==> config.mk <==
export PLATFORM = sky130hd
export DESIGN_NAME = uart_rx_flat
export DESIGN_NICKNAME = d
export VERILOG_FILES = /design/src/rtl/uart_rx_if.sv /design/src/rtl/uart_rx.sv /design/src/flat_wrapper.sv
export SDC_FILE = /design/constraint.sdc
export NUM_CORES = 1
export LEC_CHECK = 0
export CAP_MARGIN = 20
export CORE_ASPECT_RATIO = 2
export CORE_MARGIN = 1.5
export CORE_UTILIZATION = 50
export DETAILED_ROUTE_END_ITERATION = 7
export GPL_ROUTABILITY_DRIVEN = 0
export HOLD_SLACK_MARGIN = 0.02
export PLACE_DENSITY = 0.72
export SLEW_MARGIN = 40
export SYNTH_ARGS = -nofsm -noshare
export SYNTH_HDL_FRONTEND = slang
export SYNTH_SLANG_ARGS = --single-unit
==> constraint.sdc <==
create_clock -name clk -period 2.4 [get_ports clk]
set_clock_uncertainty 0.1 [all_clocks]
set_input_delay 0.72 -clock clk [delete_from_list [all_inputs] [get_ports clk]]
set_output_delay 0.72 -clock clk [all_outputs]
set_load 0.01 [all_outputs]
==> src/rtl/uart_rx_if.sv <==
// Receiver-side signal bundle: serial line in, recovered byte and strobes out.
interface uart_rx_if;
    logic       i_rx;
    logic [7:0] o_data;
    logic       o_valid;
    logic       o_frame_err;
    logic       o_busy;

    modport master (
        input  i_rx,
        output o_data,
        output o_valid,
        output o_frame_err,
        output o_busy
    );

    modport slave (
        output i_rx,
        input  o_data,
        input  o_valid,
        input  o_frame_err,
        input  o_busy
    );
endinterface

==> src/rtl/uart_rx.sv <==
// 8N1 UART receiver: two-flop synchronizer, mid-bit sampling FSM,
// one-cycle valid / frame-error strobes.
module uart_rx #(
    parameter int CLKS_PER_BIT = 16
) (
    input  logic      clk,
    input  logic      reset,
    uart_rx_if.master bus
);

    localparam int         HALF    = CLKS_PER_BIT / 2;
    localparam logic [7:0] HALF_M1 = 8'(HALF - 1);
    localparam logic [7:0] BIT_M1  = 8'(CLKS_PER_BIT - 1);

    typedef enum logic [2:0] {IDLE, START, DATA, STOP, WAIT} state_t;

    state_t     state_q, state_d;
    logic [7:0] cnt_q, cnt_d;
    logic [2:0] bit_idx_q, bit_idx_d;
    logic [7:0] shift_q, shift_d;
    logic [7:0] data_q, data_d;
    logic       valid_q, valid_d;
    logic       ferr_q, ferr_d;
    logic       sync1_q, sync1_d;
    logic       sync2_q, sync2_d;
    logic       rx_s;

    assign sync1_d = bus.i_rx;
    assign sync2_d = sync1_q;
    assign rx_s    = sync2_q;

    always_ff @(posedge clk or negedge reset) begin
        if (!reset) begin
            state_q   <= IDLE;
            cnt_q     <= '0;
            bit_idx_q <= '0;
            shift_q   <= '0;
            data_q    <= '0;
            valid_q   <= 1'b0;
            ferr_q    <= 1'b0;
            // Idle line is high, so preset avoids a false start after reset.
            sync1_q   <= 1'b1;
            sync2_q   <= 1'b1;
        end else begin
            state_q   <= state_d;
            cnt_q     <= cnt_d;
            bit_idx_q <= bit_idx_d;
            shift_q   <= shift_d;
            data_q    <= data_d;
            valid_q   <= valid_d;
            ferr_q    <= ferr_d;
            sync1_q   <= sync1_d;
            sync2_q   <= sync2_d;
        end
    end

    always_comb begin
        state_d   = state_q;
        cnt_d     = cnt_q;
        bit_idx_d = bit_idx_q;
        shift_d   = shift_q;
        data_d    = data_q;
        valid_d   = 1'b0;
        ferr_d    = 1'b0;

        case (state_q)
            IDLE: begin
                if (!rx_s) begin
                    state_d = START;
                    cnt_d   = '0;
                end
            end
            START: begin
                if (cnt_q == HALF_M1) begin
                    cnt_d = '0;
                    // A start bit that is already gone by mid-bit was a glitch.
                    if (rx_s) begin
                        state_d = IDLE;
                    end else begin
                        state_d   = DATA;
                        bit_idx_d = '0;
                    end
                end else begin
                    cnt_d = cnt_q + 8'd1;
                end
            end
            DATA: begin
                if (cnt_q == BIT_M1) begin
                    cnt_d   = '0;
                    shift_d = {rx_s, shift_q[7:1]};
                    if (bit_idx_q == 3'd7) begin
                        state_d = STOP;
                    end else begin
                        bit_idx_d = bit_idx_q + 3'd1;
                    end
                end else begin
                    cnt_d = cnt_q + 8'd1;
                end
            end
            STOP: begin
                if (cnt_q == BIT_M1) begin
                    cnt_d = '0;
                    if (rx_s) begin
                        data_d  = shift_q;
                        valid_d = 1'b1;
                        state_d = IDLE;
                    end else begin
                        ferr_d  = 1'b1;
                        state_d = WAIT;
                    end
                end else begin
                    cnt_d = cnt_q + 8'd1;
                end
            end
            WAIT: begin
                // A held-low (break) line must go high before any new frame.
                if (rx_s) begin
                    state_d = IDLE;
                    cnt_d   = '0;
                end
            end
            default: begin
                state_d = IDLE;
                cnt_d   = '0;
            end
        endcase
    end

    assign bus.o_data      = data_q;
    assign bus.o_valid     = valid_q;
    assign bus.o_frame_err = ferr_q;
    assign bus.o_busy      = (state_q != IDLE);

endmodule
==> src/flat_wrapper.sv <==
// flat-port wrapper written by rule: the top's interface ports become plain ports
module uart_rx_flat 
#(
    parameter int CLKS_PER_BIT = 16
)
  (clk, reset, bus_i_rx, bus_o_data, bus_o_valid, bus_o_frame_err, bus_o_busy);
  uart_rx_if bus_i ();
  input  logic clk;
  input  logic reset;
  input wire logic [$bits(bus_i.i_rx)-1:0] bus_i_rx;
  output wire logic [$bits(bus_i.o_data)-1:0] bus_o_data;
  output wire logic [$bits(bus_i.o_valid)-1:0] bus_o_valid;
  output wire logic [$bits(bus_i.o_frame_err)-1:0] bus_o_frame_err;
  output wire logic [$bits(bus_i.o_busy)-1:0] bus_o_busy;
  assign bus_i.i_rx = bus_i_rx;
  assign bus_o_data = bus_i.o_data;
  assign bus_o_valid = bus_i.o_valid;
  assign bus_o_frame_err = bus_i.o_frame_err;
  assign bus_o_busy = bus_i.o_busy;
  uart_rx #(.CLKS_PER_BIT(CLKS_PER_BIT)) u_core (.clk(clk), .reset(reset), .bus(bus_i));
endmodule
==> results of run 1 <==
-- critical path, stage by stage, from the launching register on --
cell and delay, ps:
dfrtp_1 520, nor2_1 110, nand2_1 80, clkdlybuf4s50_1 520
-- power breakdown --
group | internal [mW] | switching (mW)
clock network | 0.231 | 0.197
registers | 0.624 | 0.0680
logic | 0.142 | 0.205
total | 0.997 | 0.470
-- worst max-delay path by stage --
stage                                      end  slack, ps
after global routing                bus_o_busy          7
final                               bus_o_busy         70
after CTS                           bus_o_busy         70
after floorplan           u_core.bus.o_data[0]        570
after global placement              bus_o_busy        410
after detailed placement            bus_o_busy        380
-- cells by family (layout without fill, tap and decap cells) --
family | after synthesis | after routing
AO/OA/AOI/OAI | 24 | 24
flip-flops | 34 | 34
AND/OR/NAND/NOR | 46 | 46
XOR/XNOR | 2 | 2
adder cells (fa/ha/maj) | 3 | 3
multiplexers | 18 | 18
buffers and inverters | 13 | 32
-- placed cells by master, fill, tap and decap left out, types with 2 or more instances in the layout --
| master | netlist | final |
|---|---|---|
| ha_1 | 3 | 3 |
| nand3_1 | 3 | 3 |
| a211oi_1 | 3 | 3 |
| clkdlybuf4s50_1 | 0 | 13 |
| buf_4 | 0 | 5 |
| and2_1 | 2 | 2 |
| dfrtp_1 | 32 | 32 |
| mux2_2 | 18 | 18 |
| a21oi_1 | 2 | 2 |
| a31oi_1 | 2 | 2 |
| o22ai_1 | 2 | 2 |
| inv_1 | 6 | 6 |
| nand2_1 | 21 | 21 |
| dfstp_2 | 2 | 2 |
| nor2_1 | 4 | 4 |
| clkbuf_8 | 0 | 6 |
| o21ai_0 | 7 | 7 |
| nor4b_1 | 3 | 3 |
| nor3_1 | 4 | 4 |
| o41ai_1 | 2 | 2 |
-- routing by layer --
layer | global-route usage | vias up | wire length [um]
met3 | 0.0281 | 11 | 102
met4 | 0.0992 | 0 | 89
met1 | 0.204 | 576 | 1130
li1 | - | 535 | -
met5 | 0 | - | 0
met2 | 0.335 | 36 | 1690
-- through the flow --
step	worst slack [ps]	instances	util
after floorplan	566	140	-
after global placement	415	182	0.572
after detailed placement	383	182	0.572
after CTS	65.2	190	0.601
after global routing	6.66	190	0.601
final	67.5	190	0.601
-- layout make-up --
type                       instances  area, sq um  area share
clock buffer                       7         86.3      0.0460
tap                               31         38.8      0.0207
multi-input combinational         93          702       0.374
sequential                        34          853       0.455
clock inverter                     1         5.00     0.00267
timing repair buffer              18          168      0.0894
inverter                           6         22.5      0.0120
-- state kept, by name, indices dropped and copies added, names as in the netlist, 3 cells and up --
name and flops:
u_core.cnt_q 8, u_core.state_q 3, u_core.bit_idx_q 3, u_core.bus.o_data 8
u_core.shift_q 8
==> results.yml, run 1 <==
drt:
  avgRoutedWirePerCell_um: 15.9
  vias: 1158
  drt_iter0_drc: 35
  routed_wirelength_mm: 3.01
  drc_errors: 0
  detail_route.first_pass.iterations: 4
  vias_per_cell: 6.09
  postRouteAntennaNets: 0
hold_path:
  hp-class: "reg2reg"
  min_to: "u_core.rx_s"
  min_from: "u_core.sync1_q"
  hold_depth: 0
timing:
  slew_violations: 0
  fmax_mhz: 429
  setup-tns-final_ps: 0
  tightest_slew_ps: 429
  setup_viol: 0
  max-slew-margin-rel: 0.707
  fin_crit_sh: 0.972
  final_hold_viol_count: 0
  period_needed_ps: 2330
  rsz0062_at_grt: "no"
  fin_worst_hold_slack_ps: 259
clock_network:
  ctsRootBufferMaster: "clkbuf_8"
  clockBufferDepth: 2
  cts.sinks: 34
  cts_resized: 0
  post-cts-setup-buffers: 0
  clkTransAtPathRegs_ps: 70
  cts.htree.levels: 2
  clock_latency_ps: 280
  cts_buffers: 5
  hold_buffers: 0
  cts_tree: "done"
critical_path:
  startpoint: "u_core.state_q[1]"
  critPathKind: "reg2out"
  rr_worst_depth: 5
  reg2reg_to: "u_core.bus.o_data[7]"
  cp.required_ps: 1580
  arrival_ps: 1510
  critPathMaxFanout: 9
  rrSetupSlack_ps: 390
  worstSetupStartpointType: "register"
  r2r-start: "u_core.cnt_q[0]"
  end_kind: "output port"
yosys:
  synthCells: 140
  synth_area_leader_cell: "dfrtp_1"
  synth_fp_nets: 146
  async_flop_share: 1.00
  yosysMostFrequentCell: "dfrtp_1"
  netlist_area_sq_um: 1620
  synthFlopType: "dfrtp_1"
  synth_compound_area_frac: 0.111
  synthTopCellsByArea: "dfrtp_1, mux2_2, nand2_1"
  syn_avg_cell_area_sq_um: 11.6
  synth_top_area_share: 0.495
  ys_types: 37
  synth_adder_area_share: 0.0232
  synth-edff-count: 0
  synth.mux.area_fraction: 0.125
  synth_common_cells: "dfrtp_1, nand2_1, mux2_2"
  yosys.area_share.xor_xnor: 0.0108
  ys_seq_area_frac: 0.527
  synth_seq_cells: 34
  synthSimpleGateAreaFrac: 0.164
  ys_warn_count: 0
  synth_top_family_by_area: "simple AND/OR/NAND/NOR gates"
power:
  p_total_mw: 1.47
  powerDensity_nw_per_um2: 782
  power.leakage_nw: 0.839
  ir_worst_vdd_uv: 491
global_route:
  track_usage: 0.189
  grt_max_degree: 35
  antenna_found_initial: 0
  grt_pass1_vias: 1189
  grt_first_pass_wirelength_mm: 5.22
  overflow: 0
cells_and_area:
  area_delta_synth_final_pct: 15.8
  fin_area_sq_um: 1880
  drive_gt1_frac: 0.233
  nFillCells: 260
  nNetsFinal: 164
  diodes: 0
placed_design:
  hpwlAfterDp_mm: 2.23
  port_buffers: 13
  placed_area_sq_um: 1780
die:
  die_h_um: 83.5
  die_x_um: 43.2
  start_util: 0.519
  core_area_sq_um: 3120
  pin_count: 14
  placementRows: 29
  die_area_sq_um: 3610
status:
  status: "finished, final reports clean"
job:
  maxCapViolCount: 0
Note: power is estimated with default switching activity, not from simulation.
==> inputs of run 2 (changes only) <==
Settings changed: ABC_CLOCK_PERIOD_IN_PS from default to 1900, PLACE_DENSITY 0.72 to 0.74.
Clock period 2.4 ns to 1.9 ns, I/O delays scaled along.
==> results.yml, run 2 (synthesis results as in run 1) <==
drt:
  wl_met3_um: 129
  wl_met1_mm: 1.30
  routed.top_layer: "met4"
  detail_route.first_pass.iterations: 4
  avgRoutedWirePerCell_um: 18.2
  met2RoutedLength_mm: 2.09
  drc_errors: 0
  routed_wirelength_mm: 3.70
  postRouteAntennaNets: 0
  vias_per_cell: 6.16
  vias: 1251
  drt_iter0_drc: 23
job:
  maxCapViolCount: 0
critical_path:
  arrival_ps: 1930
  worstSetupStartpointType: "register"
  critPathKind: "reg2reg"
  cp.required_ps: 1970
  end_kind: "register"
  critPathMaxFanout: 5
timing:
  fmax_mhz: 538
  setup_viol: 0
  fin_crit_sh: 0.979
  fin_worst_hold_slack_ps: 256
  final_hold_viol_count: 0
  slew_violations: 0
  layout_setup_ws_ps: 39.6
  setup-tns-final_ps: 0
  period_needed_ps: 1860
  max-slew-margin-rel: 0.753
  rsz0062_at_grt: "yes"
  tightest_slew_ps: 361
die:
  die_h_um: 83.5
  placementRows: 29
  core_area_sq_um: 3120
  start_util: 0.519
  pin_count: 14
  die_x_um: 43.2
  die_area_sq_um: 3610
hold_path:
  hp-class: "reg2reg"
cells_and_area:
  drive_gt1_frac: 0.343
  area_delta_synth_final_pct: 27.7
  fin_area_sq_um: 2070
  fin_util: 0.663
  final_common_cell: "dfrtp_1"
  finalNonFillerCells: 203
  diodes: 0
  nNetsFinal: 177
  nFillCells: 225
  layout_common_cells: "dfrtp_1, nand2_1, mux2_2, buf_4, clkdlybuf4s50_1"
placed_design:
  hpwlAfterDp_mm: 2.62
  placed_area_sq_um: 1870
  placed_cells_incl_taps: 192
  port_buffers: 13
  post-place-ws_ps: -38.5
global_route:
  grt_first_pass_wirelength_mm: 6.03
  overflow: 0
  antenna_found_initial: 0
  grt_max_degree: 22
  track_usage: 0.223
  grt_pass1_vias: 1395
clock_network:
  cts_buffers: 5
  cts_tree: "done"
  ctsRootBufferMaster: "clkbuf_8"
  clkTransAtPathRegs_ps: 70
  cts.sinks: 34
  hold_buffers: 0
  clock_latency_ps: 290
  cts.htree.levels: 2
  clockBufferDepth: 2
power:
  powerDensity_nw_per_um2: 966
  power.leakage_nw: 0.940
  ir_worst_vdd_uv: 617
  p_total_mw: 2.00
status:
  status: "finished, final reports clean"
## run 2: worst max-delay path, stage by stage (launching register included)
cell       delay [ps]
dfrtp_1           390
ha_2              210
ha_4              170
nor4bb_4          330
o2111ai_4         210
mux2_4            340
## run 2: area by class of cell
class                   count  area (sq um)  area share
clock buffers               8          90.1      0.0436
inverters                   6          22.5      0.0109
multi-input cells          93           785       0.379
flip-flops and latches     34           853       0.413
well taps                  31          38.8      0.0188
repair buffers             31           279       0.135
## run 2: routing by layer
metal | track usage | up-vias
met2 | 0.379 | 43
met4 | 0.185 | 0
met3 | 0.0346 | 19
met5 | 0 | -
li1 | - | 558
met1 | 0.224 | 631
## run 2: worst paths after layout
path	start	end	slack, ps	cells after the start
max in group asynchronous	reset	u_core.rx_s	850	2
worst max register to register	u_core.bit_idx_q[0]	u_core.bit_idx_q[0]	40	5
worst max-delay path	u_core.bit_idx_q[0]	u_core.bit_idx_q[0]	40	5
worst min-delay path	u_core.sync1_q	u_core.rx_s	260	0
min in group asynchronous	reset	u_core.bus.o_valid	570	2
worst min register to register	u_core.sync1_q	u_core.rx_s	260	0
## run 2: report_power, final
group / total [mW] / switching (mW) / internal (mW)
clock: 0.543 / 0.248 / 0.295
sequential: 0.846 / 0.0572 / 0.789
combinational: 0.608 / 0.343 / 0.265
total: 2.00 / 0.649 / 1.35
## run 2: what timing repair did
action                                 CTS  global route
resized for setup                        5            12
endpoints found under the hold margin    0             0
pin swaps                                0             4
buffers inserted                         0             3
setup endpoints to repair               10            20
